`src/rtl/spi_slave_core.sv`:
```
// SPI slave, all four CPOL/CPHA modes, fully oversampled in the CLK domain.
// One-word TX holding buffer with ready/load handshake; one-cycle RX_VALID per word.
module spi_slave_core #(
  parameter int DATA_WIDTH  = 8,
  parameter int SYNC_STAGES = 2,
  parameter int LSB_FIRST   = 0
) (
  input  logic                  CLK,
  input  logic                  RST,
  input  logic                  CPOL,
  input  logic                  CPHA,
  input  logic                  SCLK,
  input  logic                  SS,
  input  logic                  MOSI,
  output logic                  MISO,
  output logic                  MISO_OE,
  input  logic [DATA_WIDTH-1:0] TX_DATA,
  input  logic                  TX_LOAD,
  output logic                  TX_READY,
  output logic                  TX_UNDERRUN,
  output logic [DATA_WIDTH-1:0] RX_DATA,
  output logic                  RX_VALID,
  output logic                  BUSY
);

  localparam int CW = $clog2(DATA_WIDTH + 1);
  localparam logic [CW-1:0] LAST_BIT = CW'(DATA_WIDTH);

  typedef enum logic { IDLE, ACTIVE } state_t;

  state_t                  state_q;
  logic [SYNC_STAGES-1:0]  sclk_sync_q, ss_sync_q, mosi_sync_q;
  logic                    sclk_prev_q, ss_prev_q;
  logic                    cpol_q, cpha_q, primed_q, reload_q;
  logic [CW-1:0]           cnt_q;
  logic [DATA_WIDTH-1:0]   tx_sr_q, rx_sr_q, buf_q, rx_data_q;
  logic                    buf_full_q, rx_valid_q, underrun_q;

  logic                    sclk_s, ss_s, mosi_s;
  logic                    ss_fall, ss_rise, lead_edge, trail_edge;
  logic                    active, sample_edge, shift_edge;
  logic                    reload_now, load_sr, buf_accept, word_done;
  logic [CW-1:0]           cnt_d;
  logic [DATA_WIDTH-1:0]   rx_sr_d, tx_shift_d, tx_load_d;
  logic                    miso_bit;

  assign sclk_s = sclk_sync_q[SYNC_STAGES-1];
  assign ss_s   = ss_sync_q[SYNC_STAGES-1];
  assign mosi_s = mosi_sync_q[SYNC_STAGES-1];

  assign ss_fall    = ss_prev_q & ~ss_s;
  assign ss_rise    = ~ss_prev_q & ss_s;
  assign lead_edge  = (sclk_s != sclk_prev_q) && (sclk_prev_q == cpol_q);
  assign trail_edge = (sclk_s != sclk_prev_q) && (sclk_s == cpol_q);

  assign active      = (state_q == ACTIVE);
  assign sample_edge = active && !ss_rise && (cpha_q ? trail_edge : lead_edge);
  assign shift_edge  = active && !ss_rise && (cpha_q ? lead_edge : trail_edge);

  assign cnt_d      = cnt_q + CW'(1);
  assign word_done  = sample_edge && (cnt_d == LAST_BIT);
  assign reload_now = shift_edge && !primed_q && reload_q;
  assign load_sr    = (!active && ss_fall) || reload_now;
  // A load coinciding with a shift-register load is always taken: the old word leaves the buffer that cycle.
  assign buf_accept = TX_LOAD && (!buf_full_q || load_sr);
  assign tx_load_d  = buf_full_q ? buf_q : '0;

  always_comb begin
    if (LSB_FIRST != 0) begin
      rx_sr_d    = {mosi_s, rx_sr_q[DATA_WIDTH-1:1]};
      tx_shift_d = {1'b0, tx_sr_q[DATA_WIDTH-1:1]};
      miso_bit   = tx_sr_q[0];
    end else begin
      rx_sr_d    = {rx_sr_q[DATA_WIDTH-2:0], mosi_s};
      tx_shift_d = {tx_sr_q[DATA_WIDTH-2:0], 1'b0};
      miso_bit   = tx_sr_q[DATA_WIDTH-1];
    end
  end

  always_ff @(posedge CLK) begin
    if (RST) begin
      // SS sync resets low so a frame already in progress is not mistaken for a fresh SS fall.
      sclk_sync_q <= '0;
      ss_sync_q   <= '0;
      mosi_sync_q <= '0;
      sclk_prev_q <= 1'b0;
      ss_prev_q   <= 1'b0;
      state_q     <= IDLE;
      cpol_q      <= 1'b0;
      cpha_q      <= 1'b0;
      primed_q    <= 1'b0;
      reload_q    <= 1'b0;
      cnt_q       <= '0;
      tx_sr_q     <= '0;
      rx_sr_q     <= '0;
      buf_q       <= '0;
      buf_full_q  <= 1'b0;
      rx_data_q   <= '0;
      rx_valid_q  <= 1'b0;
      underrun_q  <= 1'b0;
    end else begin
      sclk_sync_q <= {sclk_sync_q[SYNC_STAGES-2:0], SCLK};
      ss_sync_q   <= {ss_sync_q[SYNC_STAGES-2:0], SS};
      mosi_sync_q <= {mosi_sync_q[SYNC_STAGES-2:0], MOSI};
      sclk_prev_q <= sclk_s;
      ss_prev_q   <= ss_s;
      rx_valid_q  <= 1'b0;
      underrun_q  <= 1'b0;

      if (load_sr) buf_full_q <= 1'b0;
      if (buf_accept) begin
        buf_q      <= TX_DATA;
        buf_full_q <= 1'b1;
      end

      case (state_q)
        IDLE: begin
          if (ss_fall) begin
            state_q    <= ACTIVE;
            cpol_q     <= CPOL;
            cpha_q     <= CPHA;
            tx_sr_q    <= tx_load_d;
            underrun_q <= !buf_full_q;
            cnt_q      <= '0;
            primed_q   <= 1'b1;
            reload_q   <= 1'b0;
          end
        end
        ACTIVE: begin
          if (ss_rise) begin
            state_q  <= IDLE;
            tx_sr_q  <= '0;
            cnt_q    <= '0;
            primed_q <= 1'b0;
            reload_q <= 1'b0;
          end else begin
            if (sample_edge) begin
              rx_sr_q  <= rx_sr_d;
              primed_q <= 1'b0;
              if (word_done) begin
                rx_data_q  <= rx_sr_d;
                rx_valid_q <= 1'b1;
                cnt_q      <= '0;
                reload_q   <= 1'b1;
              end else begin
                cnt_q <= cnt_d;
              end
            end
            // The first shift edge of a CPHA=1 frame is skipped: the first bit is already on MISO.
            if (shift_edge && !primed_q) begin
              if (reload_q) begin
                tx_sr_q    <= tx_load_d;
                underrun_q <= !buf_full_q;
                reload_q   <= 1'b0;
              end else begin
                tx_sr_q <= tx_shift_d;
              end
            end
          end
        end
      endcase
    end
  end

  assign MISO        = active & miso_bit;
  assign MISO_OE     = active;
  assign BUSY        = active;
  assign TX_READY    = ~buf_full_q;
  assign TX_UNDERRUN = underrun_q;
  assign RX_DATA     = rx_data_q;
  assign RX_VALID    = rx_valid_q;

endmodule

```
`config.mk`:
```
export PLATFORM = sky130hd
export DESIGN_NAME = spi_slave_core
export DESIGN_NICKNAME = d
export VERILOG_FILES = /design/src/rtl/spi_slave_core.sv
export SDC_FILE = /design/constraint.sdc
export NUM_CORES = 1
export LEC_CHECK = 0
export ABC_CLOCK_PERIOD_IN_PS = 2580
export BUFFER_PORTS_ARGS = -buffer_cell sky130_fd_sc_hd__buf_2
export CORE_MARGIN = 1
export CORE_UTILIZATION = 54
export CTS_CLUSTER_DIAMETER = 150
export CTS_CLUSTER_SIZE = 28
export DETAILED_ROUTE_END_ITERATION = 7
export GPL_ROUTABILITY_DRIVEN = 0
export GPL_TIMING_DRIVEN = 0
export PLACE_DENSITY = 0.75
export SLEW_MARGIN = 25
export SYNTH_ARGS = -nofsm -noshare
export SYNTH_HDL_FRONTEND = slang
export SYNTH_SLANG_ARGS = --single-unit
export TNS_END_PERCENT = 20
```
`constraint.sdc`:
```
create_clock -name CLK -period 2.58 [get_ports CLK]
set_clock_uncertainty 0.1 [all_clocks]
set_input_delay 0.129 -clock CLK [delete_from_list [all_inputs] [get_ports CLK]]
set_output_delay 0.129 -clock CLK [all_outputs]
set_load 0.005 [all_outputs]
```
==> run metrics <==
run status=finished clean; relative slew slack=38.53%; switching share of power=23.16%; Worst Tran Pin Value=~900 ps; Compound-Gate Fraction of Synth Area=22.92%; Mapped Cells=roughly 240; commonest non-fill, non-tap cell in the layout=dfxtp_1; post-DP HPWL=3402 um; P_sw=348.1 uW; # fillers=~320; via count=1928; final WL=5097 um; minimum clock period=2149 ps; largest net degree at the start of global routing=16; final std cells w/o fill=334; number of CTS-inserted buffers=5; Tcrit/Tclk final=83.31%; CP Max Fanout=10; endpoint class of the critical path=flop; post-synthesis mux area share=8.123%; Yosys top cell by area=dfxtp_1; final hold vios=0; Num Clock Sinks=51; Pre-antenna DRT Iters=4; Root Driver=clkbuf_8; Die Height=67.63 um; Slowest-stage cell, CP=o41ai_4; Cell Area, Synth=roughly 2300 um^2; IO Pins=30; placed inst area=2534 um^2; simple-gate share of the synthesized area=a little under 20%; CTS H-tree lvls=2; Mean Syn Cell Area=9.856 um^2; Syn. warnings=0; Overflow after GRT=0; post-synth cell types=44; xor and xnor area share after synthesis=1.937%; Synth Area in Adders=0.5379%; Post-Synthesis Net Count=253; clk_lat worst skew=310 ps; ant diodes=0; Max Cap Viol=0; CP Launch Type=flop; ANT nets after route=0; Seq/Total Area, Yosys=43.89%; postcts setup bufs=0; Final Max Slew Viols=0; Core Rows=23; layout cells sized above 1=between 15 and 20%; Max Fclk=465.3 MHz; unrepaired setup endpoints after global routing=no; Synth top area share=43.89%; final instance area=2760 um^2; Pwr Density=544.6 nW/um^2; Reg power frac=54.6%; Pint=~1.2 mW; final setup violation count=0; Die X=slightly below 70 um; placed insts=between 300 and 400; Via density=5.772; core area=about 4000 um^2; top post-synthesis cells by area=dfxtp_1 44%, mux2i_1 5.6%, nand2b_1 5.4%; GRT Overall Usage=between 20% and 30%; Final nets=301; die area=4574 um^2; vias in the first global route=1845; register bit total from synthesis=51; Fin Setup TNS=0 ps; largest family of logic cells by synthesized area=compound AO/OA/AOI/OAI gates; wire length per cell=15.26 um; initial antenna violation count=0; clock tree from TritonCTS=yes; Worst Path Required=around 2700 ps; VDD IR max=0.3959 mV; CP max stage delay=820 ps; sequence of cells on the critical path=nand2b_1, nand2_1, o41ai_4, mux2i_1; clk buf depth=2; Setup CP Type=reg2reg; first-pass GRT wire length=8452 um; Initial Utilization=57.32%; Clk pwr share=36.2%; Area Growth Syn to Fin=18.67%; most frequent cells in the layout=51 x dfxtp_1, 31 x buf_2, 20 x nand2b_1, 20 x a21oi_1, 13 x mux2i_1; worst min-delay path class=in2reg; Crit path arrival time=approximately 2300 ps; drc violations=0; combinational share of power=9.2%; DR iter-0 viols=116; clock-pin transition on the worst setup and hold timing paths=roughly 90 ps; worst hold slack=~12 ps; Pleak=roughly 1 nW; Buffers on Ports=29
## cell usage after synthesis, drive strengths merged
library cell and number:
nor3b 4, and4b 2, nor2b 10, o211ai 1
or3 2, xor2 1, o21ai 9, and2 2
mux2i 14, inv 3, mux2 4, buf 5
nand4 10, nand2b 20, and3 1, o21bai 1
a21oi 20, nor2 4, dfxtp 51, a31oi 3
nor4 1, xnor2 2, clkbuf 11, a21o 2
o41ai 1, ha 1, nand3 11, or3b 1
nand3b 2, o2111ai 1, nand2 3, o31ai 9
a211oi 14, a211o 1, a2111oi 1, a32oi 7
a311o 1
## worst max-delay path: cells and delay by family, from the launching register on
| family | cells | cell delay, ps |
|---|---|---|
| DFF | 1 | 380 |
| and+or+nand+nor | 2 | 490 |
| AOI/OAI and AO/OA | 1 | 820 |
| muxes | 1 | 290 |
## registers in the layout (all words and copies together), names as in the netlist, 2 cells and up
| name | cells |
|---|---|
| RX_DATA | 8 |
| buf_q | 8 |
| tx_sr_q | 8 |
| rx_sr_q | 7 |
| cnt_q | 4 |
| mosi_sync_q | 2 |
| sclk_sync_q | 2 |
| ss_sync_q | 2 |
## timing repair
action | CTS | global route
gates resized for setup | 0 | 0
hold buffers | 12 | 0
endpoints found under the hold margin | 12 | 0
## per-layer routing
layer	global-route usage (%)	share of wire (%)	up-vias
met5	0	0	-
met4	8.777	1.5	0
met3	5.574	5.0	5
met2	41.71	46	47
met1	31.80	48	897
li1	-	-	979
## power groups by stage
stage / combinational (mW) / sequential [mW] / clock (mW)
global placement: 0.122 / 0.838 / 0
CTS: 0.138 / 0.821 / 0.557
finish: 0.138 / 0.821 / 0.544
floorplan: 0.0883 / 0.836 / 0
detailed placement: 0.124 / 0.839 / 0
global route: 0.151 / 0.823 / 0.583
## final timing paths
path,startpoint,end,slack (ps),cells past startpoint
worst max-delay path,ss_prev_q,buf_q[6],430,4
worst min-delay path,TX_DATA[6],buf_q[6],10,3
worst max register to register,ss_prev_q,buf_q[6],430,4
worst min register to register,ss_sync_q[0],ss_sync_q[1],340,1
## cells by family (layout without fill, tap and decap cells)
family | Yosys count | after routing
muxes | 18 | 18
buffers and inverters | 19 | 67
adders and majority gates | 1 | 1
AOI/OAI and AO/OA | 71 | 71
and+or+nand+nor | 73 | 73
xor gates and xnor gates | 3 | 3
DFF | 51 | 51
## through the flow
stage | utilization (%) | total power [mW] | setup WS (ps)
floorplan | - | 0.9238 | 806.2
global placement | 62.44 | 0.9605 | 472.3
detailed placement | 62.44 | 0.9626 | 425.8
CTS | 68.02 | 1.516 | 406.1
global route | 68.02 | 1.558 | 301.0
finish | 68.02 | 1.503 | 430.7
## layout make-up
| class | instances | area [um^2] | share of cell area [%] |
|---|---|---|---|
| plain buffers | 16 | 66.31 | 2.403 |
| clock buffers | 5 | 68.82 | 2.493 |
| clock inverters | 2 | 37.54 | 1.360 |
| inverters | 3 | 11.26 | 0.4080 |
| multi-input cells | 166 | 1227 | 44.47 |
| flip-flops and latches | 51 | 1021 | 36.99 |
| well taps | 50 | 62.56 | 2.267 |
| repair buffers | 41 | 265.3 | 9.610 |
Note: power is estimated with default switching activity, not from simulation.
